<file path="src/rtl/mips32_mem_pkg.sv">
// Shared definitions for the single-port memory arbiter: default widths,
// fairness limit default and the port-owner state encoding.
package mips32_mem_pkg;

  localparam int ADDR_W_DEF   = 10;
  localparam int DATA_W_DEF   = 32;
  localparam int MAX_WAIT_DEF = 3;

  typedef enum logic [1:0] {
    IDLE  = 2'd0,
    FETCH = 2'd1,
    DATA  = 2'd2
  } owner_t;

endpackage

</file>
<file path="src/rtl/arb_starve_cnt.sv">
// Fetch starvation counter: counts consecutive cycles in which the fetch side
// asks for the memory and is refused while not halted, saturating at MAX_WAIT.
// Once saturated, 'starved' tells the arbiter to let fetch win over data.
module arb_starve_cnt
  import mips32_mem_pkg::*;
#(
  parameter int MAX_WAIT = MAX_WAIT_DEF
) (
  input  logic clk,
  input  logic rst,
  input  logic if_req,
  input  logic if_gnt,
  input  logic halt,
  output logic starved
);

  localparam int CW = (MAX_WAIT < 1) ? 1 : $clog2(MAX_WAIT + 1);
  localparam logic [CW-1:0] LIMIT = CW'(MAX_WAIT);

  logic [CW-1:0] cnt;

  // Clear on a fetch grant or a dropped request, otherwise count refusals up to the limit
  always_ff @(posedge clk or posedge rst) begin
    if (rst) begin
      cnt <= '0;
    end else if (if_gnt || !if_req) begin
      cnt <= '0;
    end else if (!halt && (cnt != LIMIT)) begin
      cnt <= cnt + 1'b1;
    end
  end

  assign starved = (cnt == LIMIT);

endmodule

</file>
<file path="src/rtl/mem_port_arbiter.sv">
// Arbiter sharing one synchronous single-port memory between the fetch and
// data sides of the processor. Data normally wins; halt blocks new fetches.
// Build option: define MEM_ARB_FAIRNESS_EN to add the fetch starvation
// counter, which lets fetch win after MAX_WAIT consecutive refusals.
module mem_port_arbiter
  import mips32_mem_pkg::*;
#(
  parameter int ADDR_W   = ADDR_W_DEF,
  parameter int DATA_W   = DATA_W_DEF,
  parameter int MAX_WAIT = MAX_WAIT_DEF
) (
  input  logic              clk,
  input  logic              rst,
  input  logic              if_req,
  input  logic [ADDR_W-1:0] if_addr,
  output logic              if_gnt,
  output logic              if_rvalid,
  output logic [DATA_W-1:0] if_rdata,
  input  logic              dm_req,
  input  logic              dm_we,
  input  logic [ADDR_W-1:0] dm_addr,
  input  logic [DATA_W-1:0] dm_wdata,
  output logic              dm_gnt,
  output logic              dm_rvalid,
  output logic [DATA_W-1:0] dm_rdata,
  input  logic              halt,
  output logic              mem_en,
  output logic              mem_we,
  output logic [ADDR_W-1:0] mem_addr,
  output logic [DATA_W-1:0] mem_wdata,
  input  logic [DATA_W-1:0] mem_rdata
);

  owner_t            state, next_state;
  logic              dm_read_q, next_dm_read;
  logic [ADDR_W-1:0] addr_q;
  logic [DATA_W-1:0] wdata_q;
  logic [DATA_W-1:0] if_rdata_q;
  logic [DATA_W-1:0] dm_rdata_q;
  logic              fetch_ok;
  logic              starved;

  assign fetch_ok = if_req && !halt;

`ifdef MEM_ARB_FAIRNESS_EN
  arb_starve_cnt #(
    .MAX_WAIT (MAX_WAIT)
  ) u_starve_cnt (
    .clk     (clk),
    .rst     (rst),
    .if_req  (if_req),
    .if_gnt  (if_gnt),
    .halt    (halt),
    .starved (starved)
  );
`else
  // Strict data priority: fetch is never promoted (MAX_WAIT is never negative)
  assign starved = (MAX_WAIT < 0);
`endif

  // Grant decision: data first unless fetch has been starved to the limit
  always_comb begin
    if_gnt = 1'b0;
    dm_gnt = 1'b0;
    if (!rst) begin
      if (dm_req && !(fetch_ok && starved)) begin
        dm_gnt = 1'b1;
      end else if (fetch_ok) begin
        if_gnt = 1'b1;
      end
    end
  end

  // Next owner: who used the memory this cycle, and whether data expects read data
  always_comb begin
    next_state   = IDLE;
    next_dm_read = 1'b0;
    if (dm_gnt) begin
      next_state   = DATA;
      next_dm_read = !dm_we;
    end else if (if_gnt) begin
      next_state = FETCH;
    end
  end

  // Owner register and memory address/data hold registers
  always_ff @(posedge clk or posedge rst) begin
    if (rst) begin
      state     <= IDLE;
      dm_read_q <= 1'b0;
      addr_q    <= '0;
      wdata_q   <= '0;
    end else begin
      state     <= next_state;
      dm_read_q <= next_dm_read;
      addr_q    <= mem_addr;
      wdata_q   <= mem_wdata;
    end
  end

  // Memory strobes follow the granted side and hold address/data when idle
  always_comb begin
    mem_en    = if_gnt || dm_gnt;
    mem_we    = dm_gnt && dm_we;
    mem_addr  = addr_q;
    mem_wdata = wdata_q;
    if (dm_gnt) begin
      mem_addr  = dm_addr;
      mem_wdata = dm_wdata;
    end else if (if_gnt) begin
      mem_addr = if_addr;
    end
  end

  assign if_rvalid = (state == FETCH);
  assign dm_rvalid = (state == DATA) && dm_read_q;
  assign if_rdata  = if_rvalid ? mem_rdata : if_rdata_q;
  assign dm_rdata  = dm_rvalid ? mem_rdata : dm_rdata_q;

  // Capture returned read data so each side's rdata holds until its next rvalid
  always_ff @(posedge clk or posedge rst) begin
    if (rst) begin
      if_rdata_q <= '0;
      dm_rdata_q <= '0;
    end else begin
      if_rdata_q <= if_rdata;
      dm_rdata_q <= dm_rdata;
    end
  end

endmodule

</file>
<file path="config.mk">
export PLATFORM = sky130hd
export DESIGN_NAME = mem_port_arbiter
export DESIGN_NICKNAME = d
export VERILOG_FILES = /design/src/rtl/mips32_mem_pkg.sv /design/src/rtl/arb_starve_cnt.sv /design/src/rtl/mem_port_arbiter.sv
export SDC_FILE = /design/constraint.sdc
export NUM_CORES = 1
export LEC_CHECK = 0
export BUFFER_PORTS_ARGS = -buffer_cell sky130_fd_sc_hd__buf_2
export CAP_MARGIN = 25
export CORE_MARGIN = 5
export CORE_UTILIZATION = 41
export CTS_CLUSTER_DIAMETER = 40
export DETAILED_ROUTE_END_ITERATION = 8
export GPL_TIMING_DRIVEN = 1
export HOLD_SLACK_MARGIN = 0.05
export MAX_ROUTING_LAYER = met4
export PLACE_DENSITY_LB_ADDON = 0.05
export SETUP_SLACK_MARGIN = 0.2
export SLEW_MARGIN = 10
export SYNTH_ARGS = -nofsm -noshare
export SYNTH_HDL_FRONTEND = slang
export SYNTH_HIERARCHICAL = 1
export SYNTH_SLANG_ARGS = --single-unit
</file>
<file path="constraint.sdc">
create_clock -name clk -period 2.95 [get_ports clk]
set_input_delay 0 -clock clk [delete_from_list [all_inputs] [get_ports clk]]
set_output_delay 0 -clock clk [all_outputs]
set_load 0.01 [all_outputs]
</file>
==> implementation parameters, run 1 <==
Parameter                              Value

Yosys
  Average instance area after synthesis ... 16.6 um^2
  FF+latch count, synth ... 109
  Count of different cell masters after synthesis ... 16
  Synth warn ... 6
  Share of the yosys chip area belonging to registers ... 65.5%
  Number of instances in the synthesized netlist ... 251
  Synthesized netlist net count ... 341
  Synthesized area ... 0.00417 mm^2

Route
  Routed wire length per instance ... 16.1 um
  Final ANT Viol Nets ... 0
  DRT Wirelength ... 10.9 mm
  Length of the first detailed-routing pass in iterations ... 4
  Avg Vias per Cell ... 4.65
  Violation count after the first detailed-route iteration ... 70
  Via total after detailed routing ... 3163
  # DRC ... 0

STA
  Final period util ... 83.1%
  Total of endpoints with negative setup slack in the final report ... 0
  Largest clock skew in the final design ... 0.0170 ns
  Max Slew Vio Count ... 0
  FMAX ... 408 MHz
  Slew at the pin with the worst max-slew slack ... 0.879 ns
  Minimum clock period after layout ... 2.45 ns
  Hold violation count in the final report ... 0
  Sum of negative setup slack ... 0 ns
  Unrepaired setup endpoints after global routing ... no
  Tightest slew margin relative to the limit ... 41.4%
  Hold Slack ... 0.257 ns

CTS
  Num CTS Buffers ... 9
  Max H-tree Level ... 3
  CTS root buf ... sky130_fd_sc_hd__clkbuf_8
  Clock slew at reported path FFs ... 0.10 ns
  Clk_lat worst skew ... 0.36 ns
  Quantity of gates resized following cts ... 0
  Clock Sink Count ... 109
  Buffer count from post-CTS setup fixing ... 0
  TritonCTS clock tree ... done
  Deepest clock path buffer count ... 2

Final layout
  Signed area change from the synthesized netlist to the final layout ... 52.7%
  Layout cells sized above 1 ... 58.3%
  Inserted Diodes ... 0
  Fill cell instance count of the final layout ... 750
  Fin area ... 0.00636 mm^2
  Net count reported at finish ... 632
  Final core utilization ... 64.5%

Pwr
  Reported leakage power ... 3.18 nW
  Share of total power in combinational logic ... 28.9%
  Largest voltage drop on the vdd net ... 0.304 mV
  Internal power contribution ... 2.65 mW
  Clock network fraction of total power ... 21.6%
  Part of the total power dissipated in sequential elements ... 49.5%
  Power Density ... 588 mW/mm^2
  Switching share of power ... 29.2%
  Switching component of the power ... 1.09 mW

Die
  Floorplan core area ... 0.00986 mm^2
  Initial Util ... 42.2%
  Die Width ... 111 um
  # rows ... 36
  DIE AREA ... 0.0123 mm^2
  Boundary Pins ... 202
  Die Y-Extent ... 111 um

Placed design
  Placer's final routability congestion estimate ... 0.713
  DPL Wire Length ... 7.37 mm
  Cell area after placement ... 0.00530 mm^2
  Number of buffers added on ports ... 201

Hold path
  Path type of the worst min-delay path ... input port to flip-flop
  Hold path start ... dm_req

Global routing
  Maximum number of pins on one net before global-route repair ... 59
  Vias in the first global route ... 3661
  Antenna violations before repair ... 0
  Global-route usage over all layers ... 18.4%
  Global-route wire length before repair ... 18.0 mm
  Global route total overflow ... 0

Worst setup path
  Required time reported for the critical path endpoint ... 2.95 ns
  Class of the most critical setup path ... input port to primary output
  Startpoint of the lowest-slack register-to-register path ... state[1]
  Arrival @ worst endpoint ... 2.45 ns
  Crit path launch ... rst
  Worst Setup End Kind ... primary output
  Worst Setup Start Kind ... input port
  Critical path peak fanout ... 19

Flow run
  Maximum Capacitance Violations ... 0

Status
  Outcome ... completed
==> per-stage QoR <==
stage / setup WS (ns) / power [mW] / std cells
detailed placement: 1.23 / 2.89 / 575
CTS: 0.251 / 3.80 / 679
global route: 0.376 / 3.97 / 680
finish: 0.499 / 3.74 / 680
global placement: 1.23 / 2.86 / 574
floorplan: 1.63 / 2.43 / 251
==> cell usage in the layout, fill, tap and decap left out, types with 3 or more instances in the layout <==
cell	count
sky130_fd_sc_hd__mux2_2	92
sky130_fd_sc_hd__dlygate4sd3_1	88
sky130_fd_sc_hd__clkinv_2	3
sky130_fd_sc_hd__clkbuf_8	9
sky130_fd_sc_hd__dfrtp_1	109
sky130_fd_sc_hd__buf_2	201
sky130_fd_sc_hd__mux2_1	4
sky130_fd_sc_hd__inv_1	3
sky130_fd_sc_hd__a22o_1	10
sky130_fd_sc_hd__a21o_1	10
==> routing by layer <==
metal  share of wire [%]  GRT usage (%)  vias to the layer above
li1                    -              -                     1465
met3                 5.6           4.42                       20
met1                  39           20.2                     1555
met5                   0              -                        -
met4                 1.8           5.01                        0
met2                  53           33.4                      123
==> synthesized netlist by cell type <==
library cell / count / share of area [%]
sky130_fd_sc_hd__mux2_1: 4 / 1.1
sky130_fd_sc_hd__nor4b_1: 1 / 0.21
sky130_fd_sc_hd__mux2_2: 92 / 25
sky130_fd_sc_hd__buf_6: 4 / 1.1
sky130_fd_sc_hd__and2_1: 1 / 0.15
sky130_fd_sc_hd__nand2b_1: 1 / 0.15
sky130_fd_sc_hd__nor2b_1: 2 / 0.30
sky130_fd_sc_hd__buf_2: 5 / 0.60
sky130_fd_sc_hd__nor4b_2: 1 / 0.36
sky130_fd_sc_hd__a22o_1: 10 / 2.1
sky130_fd_sc_hd__dfrtp_1: 109 / 65
sky130_fd_sc_hd__buf_4: 5 / 0.90
sky130_fd_sc_hd__nor2_1: 1 / 0.090
sky130_fd_sc_hd__a21o_1: 10 / 1.8
sky130_fd_sc_hd__inv_1: 4 / 0.36
sky130_fd_sc_hd__nand3b_4: 1 / 0.48
==> power by group through the flow <==
stage	registers, mW	clock network, mW	logic [mW]
floorplan	1.86	0	0.573
finish	1.85	0.809	1.08
CTS	1.85	0.848	1.10
global route	1.88	0.909	1.18
global placement	1.87	0	0.986
detailed placement	1.88	0	1.00
==> kinds of logic (layout without fill, tap and decap cells) <==
logic type,Yosys count,after routing,synth area share (%)
AO/OA/AOI/OAI,20,20,3.90
buffers and inverters,18,313,2.94
flip-flops,109,109,65.5
multiplexers,96,96,25.9
AND/OR/NAND/NOR,8,9,1.74
==> final timing paths <==
kind | endpoint | slack, ns | cells after the start
setup / recovery | mem_addr[5] | 0.50 | 8
min in group asynchronous | dm_rdata_q[1] | 0.28 | 3
hold reg to reg | addr_q[0] | 0.48 | 1
setup reg to reg | if_rdata_q[0] | 1.28 | 2
hold / removal | state[1] | 0.26 | 3
max in group asynchronous | wdata_q[19] | 2.05 | 4
==> critical path: stages <==
cell	delay (ns)
sky130_fd_sc_hd__dlygate4sd3_1	0.55
sky130_fd_sc_hd__buf_2	0.18
sky130_fd_sc_hd__nor2b_4	0.42
sky130_fd_sc_hd__buf_4	0.33
sky130_fd_sc_hd__a22o_1	0.18
sky130_fd_sc_hd__dlygate4sd3_1	0.55
sky130_fd_sc_hd__a21o_1	0.09
sky130_fd_sc_hd__buf_2	0.13
==> what timing repair did <==
action                     CTS  global route
hold endpoints to repair   159             0
hold buffers                88             0
setup endpoints to repair    0             4
==> registers in the layout (all words and copies together), names as in the netlist <==
| name | count |
|---|---|
| dm_rdata_q | 32 |
| if_rdata_q | 32 |
| wdata_q | 32 |
| addr_q | 10 |
| state | 2 |
| dm_read_q | 1 |
==> final cells by class <==
| type | instances | area (um^2) | area share, % |
|---|---|---|---|
| clock inverters | 7 | 48.8 | 0.767 |
| clock buffers | 9 | 124 | 1.95 |
| well taps | 133 | 166 | 2.62 |
| repair buffers | 293 | 1940 | 30.5 |
| inverters | 4 | 18.8 | 0.295 |
| multi-input cells | 125 | 1340 | 21.0 |
| flip-flops and latches | 109 | 2730 | 42.9 |
No activity file was read; power rests on OpenSTA's default activity.
==> run 2, diff against run 1 <==
Clock period 2.95 ns to 2.05 ns, I/O delays scaled along.
==> run 2 against run 1 <==
Largest power group unchanged. Register-to-register slack got worse by 0.57 ns. Highest routed layer unchanged. Critical path type is now flip-flop to primary output. Total power rose by 46%. Sequential share of layout area fell by 0.41 points.
==> implementation parameters, run 2 (same netlist as run 1, synthesis figures left out) <==
Parameter                              Value

CTS
  CTS root buf ... sky130_fd_sc_hd__clkbuf_8
  Clk_lat worst skew ... 0.36 ns
  Clock slew at reported path FFs ... 0.09 ns
  Clock Sink Count ... 109
  TritonCTS clock tree ... done
  Deepest clock path buffer count ... 2
  Num CTS Buffers ... 9
  Max H-tree Level ... 3

Global routing
  Maximum number of pins on one net before global-route repair ... 48
  Global route total overflow ... 0
  Antenna violations before repair ... 0
  Vias in the first global route ... 3595
  Global-route usage over all layers ... 18.5%
  Global-route wire length before repair ... 17.9 mm

Die
  Initial Util ... 42.2%
  Boundary Pins ... 202
  Floorplan core area ... 0.00986 mm^2
  # rows ... 36
  DIE AREA ... 0.0123 mm^2
  Die Y-Extent ... 111 um
  Die Width ... 111 um

Route
  Length of the first detailed-routing pass in iterations ... 4
  Routed wire length per instance ... 15.7 um
  Avg Vias per Cell ... 4.61
  DRT Wirelength ... 10.7 mm
  Violation count after the first detailed-route iteration ... 91
  Via total after detailed routing ... 3146
  Final ANT Viol Nets ... 0
  # DRC ... 0

Flow run
  Maximum Capacitance Violations ... 0

STA
  Minimum clock period after layout ... 1.73 ns
  Largest clock skew in the final design ... 0.00705 ns
  Hold violation count in the final report ... 0
  Final period util ... 84.3%
  Unrepaired setup endpoints after global routing ... no
  Slew at the pin with the worst max-slew slack ... 0.755 ns
  FMAX ... 579 MHz
  Max Slew Vio Count ... 0
  Hold Slack ... 0.102 ns
  Total of endpoints with negative setup slack in the final report ... 0
  Tightest slew margin relative to the limit ... 49.5%
  Sum of negative setup slack ... 0 ns

Pwr
  Largest voltage drop on the vdd net ... 0.542 mV
  Power Density ... 850 mW/mm^2
  Reported leakage power ... 3.24 nW

Worst setup path
  Startpoint of the lowest-slack register-to-register path ... state[1]
  Critical-path cell with the highest stage delay ... sky130_fd_sc_hd__dfrtp_2
  Worst path cell trace ... nand2b_2 > buf_4 > mux2_2 > buf_2
  Class of the most critical setup path ... flip-flop to primary output
  Worst Setup Start Kind ... flip-flop
  Crit path launch ... state[1]
  Required time reported for the critical path endpoint ... 2.05 ns
  Worst Setup End Kind ... primary output
  Arrival @ worst endpoint ... 1.73 ns
  Maximum cell stage delay along the critical path ... 0.43 ns
  Category of cells accounting for the largest share of critical-path delay ... flip-flops
  Buffers and inverters on the worst path ... 2
  Critical path peak fanout ... 17

Status
  Outcome ... completed

Placed design
  DPL Wire Length ... 7.31 mm
  Number of placed instances with taps included ... 578
  Number of buffers added on ports ... 201
  Placer's final routability congestion estimate ... 0.734

Final layout
  Signed area change from the synthesized netlist to the final layout ... 54.2%
  Non-filler cells in the finished layout ... 682
  Inserted Diodes ... 0
  Layout cells sized above 1 ... 58.7%
  Registers with the highest flip-flop counts ... dm_rdata_q: 32 flops, if_rdata_q: 32 flops, wdata_q: 32 flops
  Net count reported at finish ... 637
  Top library cells by usage in the layout, fill and taps aside ... 201 x sky130_fd_sc_hd__buf_2, 108 x sky130_fd_sc_hd__dfrtp_1, 92 x sky130_fd_sc_hd__mux2_2
  Most frequent standard cell in the layout excluding fill and tap cells ... sky130_fd_sc_hd__buf_2

Hold path
  Hold path start ... rst
  Path type of the worst min-delay path ... input port to flip-flop
==> run 2: changes by cell type in the layout (fill, tap and decap cells not counted), moves of 2 or more <==
cell	delta
sky130_fd_sc_hd__clkbuf_8	+2
sky130_fd_sc_hd__clkinv_2	-2
sky130_fd_sc_hd__inv_6	-2
sky130_fd_sc_hd__buf_4	+5
==> run 2: final timing paths <==
path                       cells after the start            end  slack, ns
max reg2reg                                    3  if_rdata_q[8]       0.71
max in group asynchronous                      4  if_rdata_q[2]       1.07
min in group asynchronous                      3  if_rdata_q[6]       0.36
min reg2reg                                    1      addr_q[9]       0.47
max                                            4    if_rdata[1]       0.32
min                                            3       state[1]       0.10
==> run 2: repair_timing <==
action | 4_1_cts | 5_1_grt
setup buffers | 0 | 2
pin swaps | 0 | 0
gates resized for setup | 1 | 1
gates cloned | 1 | 0
hold endpoints to repair | 132 | 0
hold buffers | 88 | 0
endpoints found under the setup margin | 32 | 39
==> run 2: worst reg2reg max path: stages (launching register included) <==
cell	delay (ns)
sky130_fd_sc_hd__dfrtp_2	0.43
sky130_fd_sc_hd__nand2b_2	0.15
sky130_fd_sc_hd__buf_4	0.26
sky130_fd_sc_hd__mux2_2	0.39
==> run 2: cell type report <==
class	instances	area (um^2)
Clock buffer	11	151
Clock inverter	2	35.0
Fill cell	782	3440
Inverter	4	18.8
Multi-Input combinational cell	125	1350
Sequential cell	109	2730
Tap cell	133	166
Timing Repair Buffer	298	1980
==> run 2: power breakdown <==
group | leakage, nW | switching [mW] | internal (mW) | total (mW)
Combinational | 1.86 | 0.751 | 0.803 | 1.55
Sequential | 1.28 | 0.0980 | 2.56 | 2.66
Clock | 0.0971 | 0.638 | 0.610 | 1.25
==> run 2: stage by stage <==
step | power (mW) | utilization, % | cell area [um^2] | setup slack, ns
2_1_floorplan | 3.50 | - | 4170 | 0.735
3_3_place_gp | 4.12 | 54.0 | 5320 | 0.529
3_5_place_dp | 4.15 | 54.0 | 5320 | 0.500
4_1_cts | 5.57 | 65.0 | 6410 | 0.196
5_1_grt | 5.80 | 65.1 | 6430 | 0.215
6_report | 5.46 | 65.1 | 6430 | 0.322
==> run 2: metal layers <==
metal | vias to the layer above | share of wire (%) | global-route usage, %
li1 | 1473 | - | -
met5 | - | 0 | -
met2 | 119 | 51 | 31.5
met3 | 25 | 6.0 | 5.19
met4 | 0 | 2.1 | 6.16
met1 | 1529 | 41 | 21.2
==> run 3, diff against run 2 <==
Settings changed: ABC_AREA set to 1, CORE_UTILIZATION 41 to 42.
Clock period 2.05 ns to 1.55 ns, I/O delays scaled along.
==> run 3 against run 2 <==
The run now ends with negative setup slack left. Design area grew 4.7%. Die area increased by 1.7%. Routed wire length grew 20%. Global-route usage rose by 2.3 points. Clock power grew 26%. Combinational power is 44% higher. Register-to-register slack got worse by 0.37 ns. Sequential cell count unchanged. First-iteration DRC count rose by 140%. Via count grew 31%.
==> implementation parameters, run 3 <==
Parameter                              Value

STA
  Slew at the pin with the worst max-slew slack ... 0.580 ns
  Total of endpoints with negative setup slack in the final report ... 3
  Hold violation count in the final report ... 0
  Unrepaired setup endpoints after global routing ... yes
  Largest clock skew in the final design ... 0.00971 ns
  Tightest slew margin relative to the limit ... 61.4%
  FMAX ... 643 MHz
  Final period util ... 100%
  Fin worst setup slack ... -0.00593 ns
  Max Slew Vio Count ... 0
  Sum of negative setup slack ... -0.0115 ns
  Minimum clock period after layout ... 1.56 ns

Global routing
  Antenna violations before repair ... 0
  Vias in the first global route ... 4287
  Global-route wire length before repair ... 20.6 mm
  Global route total overflow ... 0
  Maximum number of pins on one net before global-route repair ... 110
  Global-route usage over all layers ... 20.8%

CTS
  Max H-tree Level ... 3
  Clock Sink Count ... 109
  Deepest clock path buffer count ... 2
  Clock slew at reported path FFs ... 0.09 ns
  TritonCTS clock tree ... done
  CTS root buf ... sky130_fd_sc_hd__clkbuf_8
  Clk_lat worst skew ... 0.36 ns
  Num CTS Buffers ... 9

Route
  Via total after detailed routing ... 4125
  Avg Vias per Cell ... 4.62
  Final ANT Viol Nets ... 0
  Wire length on met2 ... 6.41 mm
  Met1 Routed Length ... 5.43 mm
  Top Metal Used ... met4
  DRT Wirelength ... 12.9 mm
  Routed wire length per instance ... 14.5 um
  Detailed-routed wire length on met3 ... 836 um
  Length of the first detailed-routing pass in iterations ... 6
  # DRC ... 0
  Violation count after the first detailed-route iteration ... 221

Yosys
  Synthesized area ... 0.00435 mm^2
  Post-synth EDFFs ... 0
  Average instance area after synthesis ... 9.29 um^2
  Number of instances in the synthesized netlist ... 468
  Proportion of synthesized flip-flops having asynchronous set or reset ... 100%
  Share of the yosys chip area belonging to registers ... 62.8%
  Count of different cell masters after synthesis ... 15
  Share of Yosys cell area claimed by the top area cell type ... 62.8%
  Most used flip-flop cell after synthesis ... sky130_fd_sc_hd__dfrtp_1
  Synth warn ... 6
  Cell with the most instances after synthesis ... sky130_fd_sc_hd__nand2_1
  Synth area leader ... sky130_fd_sc_hd__dfrtp_1
  Synthesized netlist net count ... 558
  Synth area leaders ... sky130_fd_sc_hd__dfrtp_1 63%, sky130_fd_sc_hd__nand2_1 17%, sky130_fd_sc_hd__o21ai_2 4.6%
  Cell types with the highest counts after synthesis ... 192 x sky130_fd_sc_hd__nand2_1, 109 x sky130_fd_sc_hd__dfrtp_1, 49 x sky130_fd_sc_hd__inv_1, 32 x sky130_fd_sc_hd__o21ai_0, 23 x sky130_fd_sc_hd__o21ai_2
  FF+latch count, synth ... 109

Worst setup path
  Maximum cell stage delay along the critical path ... 0.35 ns
  Startpoint of the lowest-slack register-to-register path ... addr_q[3]
  Flop2flop setup slack ... 0.34 ns
  Required time reported for the critical path endpoint ... 1.55 ns
  Worst path cell trace ... inv_2 > or2_4 > buf_12 > o21ai_2 > buf_2
  Critical-path cell with the highest stage delay ... sky130_fd_sc_hd__dfrtp_1
  Crit path launch ... state[0]
  Worst Setup End Kind ... primary output
  Class of the most critical setup path ... flip-flop to primary output
  Critical path peak fanout ... 13
  Worst Setup Start Kind ... flip-flop
  Arrival @ worst endpoint ... 1.56 ns

Final layout
  Net count reported at finish ... 844
  Most frequent standard cell in the layout excluding fill and tap cells ... sky130_fd_sc_hd__buf_2
  Fin area ... 0.00673 mm^2
  Signed area change from the synthesized netlist to the final layout ... 54.8%
  Inserted Diodes ... 0
  Registers with the highest flip-flop counts ... dm_rdata_q: 32 flops, if_rdata_q: 32 flops, wdata_q: 32 flops
  Top library cells by usage in the layout, fill and taps aside ... 201 x sky130_fd_sc_hd__buf_2, 189 x sky130_fd_sc_hd__nand2_1, 109 x sky130_fd_sc_hd__dfrtp_1
  Layout cells sized above 1 ... 37.3%
  Final core utilization ... 65.8%
  Fill cell instance count of the final layout ... 854

Die
  DIE AREA ... 0.0125 mm^2
  Die Y-Extent ... 112 um
  # rows ... 37
  Boundary Pins ... 202
  Floorplan core area ... 0.0102 mm^2
  Die Width ... 112 um
  Initial Util ... 42.5%

Flow run
  Maximum Capacitance Violations ... 0

Placed design
  Placer's final routability congestion estimate ... 0.783
  Setup WS pre-CTS ... 0.277 ns
  Cell area after placement ... 0.00548 mm^2
  DPL Wire Length ... 7.70 mm
  Number of buffers added on ports ... 201

Hold path
  Path type of the worst min-delay path ... input port to flip-flop
  Hold path start ... halt

Status
  Outcome ... complete, but fails checks
  Failing checks ... negative setup slack

Pwr
  Power consumption ... 7.32 mW
  Power Density ... 1090 mW/mm^2
  Largest voltage drop on the vdd net ... 0.479 mV
  Reported leakage power ... 3.79 nW
-- run 3: routing by layer --
layer  up-vias  GRT usage, %
met2       157          35.1
met1      1928          24.7
met5         -             -
met4         0          7.87
li1       2018             -
met3        22          4.18
-- run 3: what timing repair did --
action                                  CTS  global route
hold buffers                             86             0
endpoints found under the hold margin   216             0
setup buffers                             0             0
endpoints found under the setup margin   65            85
cloned                                    2             3
gates resized for setup                  51            14
pin swaps                                 1             0
-- run 3: final cells by class --
| cell class | count | area (um^2) | share of cell area (%) |
|---|---|---|---|
| sequential | 109 | 2730 | 40.5 |
| timing repair buffer | 300 | 2100 | 31.2 |
| multi-input combinational | 283 | 1370 | 20.3 |
| inverter | 51 | 196 | 2.92 |
| tap | 136 | 170 | 2.53 |
| clock buffer | 13 | 159 | 2.36 |
| clock inverter | 1 | 7.51 | 0.112 |
-- run 3: stage by stage --
stage	hold WS, ns	cells
global placement	0.191	788
floorplan	0.0423	468
detailed placement	0.190	788
global route	0.125	893
finish	0.112	893
CTS	0.0898	890
-- run 3: worst paths after layout --
| check | to | cells after the start |
|---|---|---|
| worst max-delay path | if_rdata[9] | 5 |
| worst min-delay path | state[0] | 4 |
| min in group asynchronous | wdata_q[28] | 4 |
| max in group asynchronous | if_rdata_q[22] | 4 |
| worst max register to register | addr_q[3] | 3 |
| worst min register to register | if_rdata_q[18] | 2 |
-- run 3: where the power goes --
group	total [mW]	internal [mW]	switching, mW
sequential	3.52	3.38	0.147
clock	1.57	0.659	0.913
combinational	2.23	0.982	1.24
-- run 3: cells by family after synthesis --
logic type	after synthesis	share of synthesized area [%]
AO/OA/AOI/OAI	64	9.35
buffers and inverters	76	8.15
flip-flops	109	62.8
AND/OR/NAND/NOR	219	19.7
-- run 3: worst max-delay path: cells and delay by family (launching register included) --
family | cells | cell delay, ns
DFF | 1 | 0.35
AOI/OAI and AO/OA | 1 | 0.15
and+or+nand+nor | 1 | 0.32
buffers and inverters | 3 | 0.38
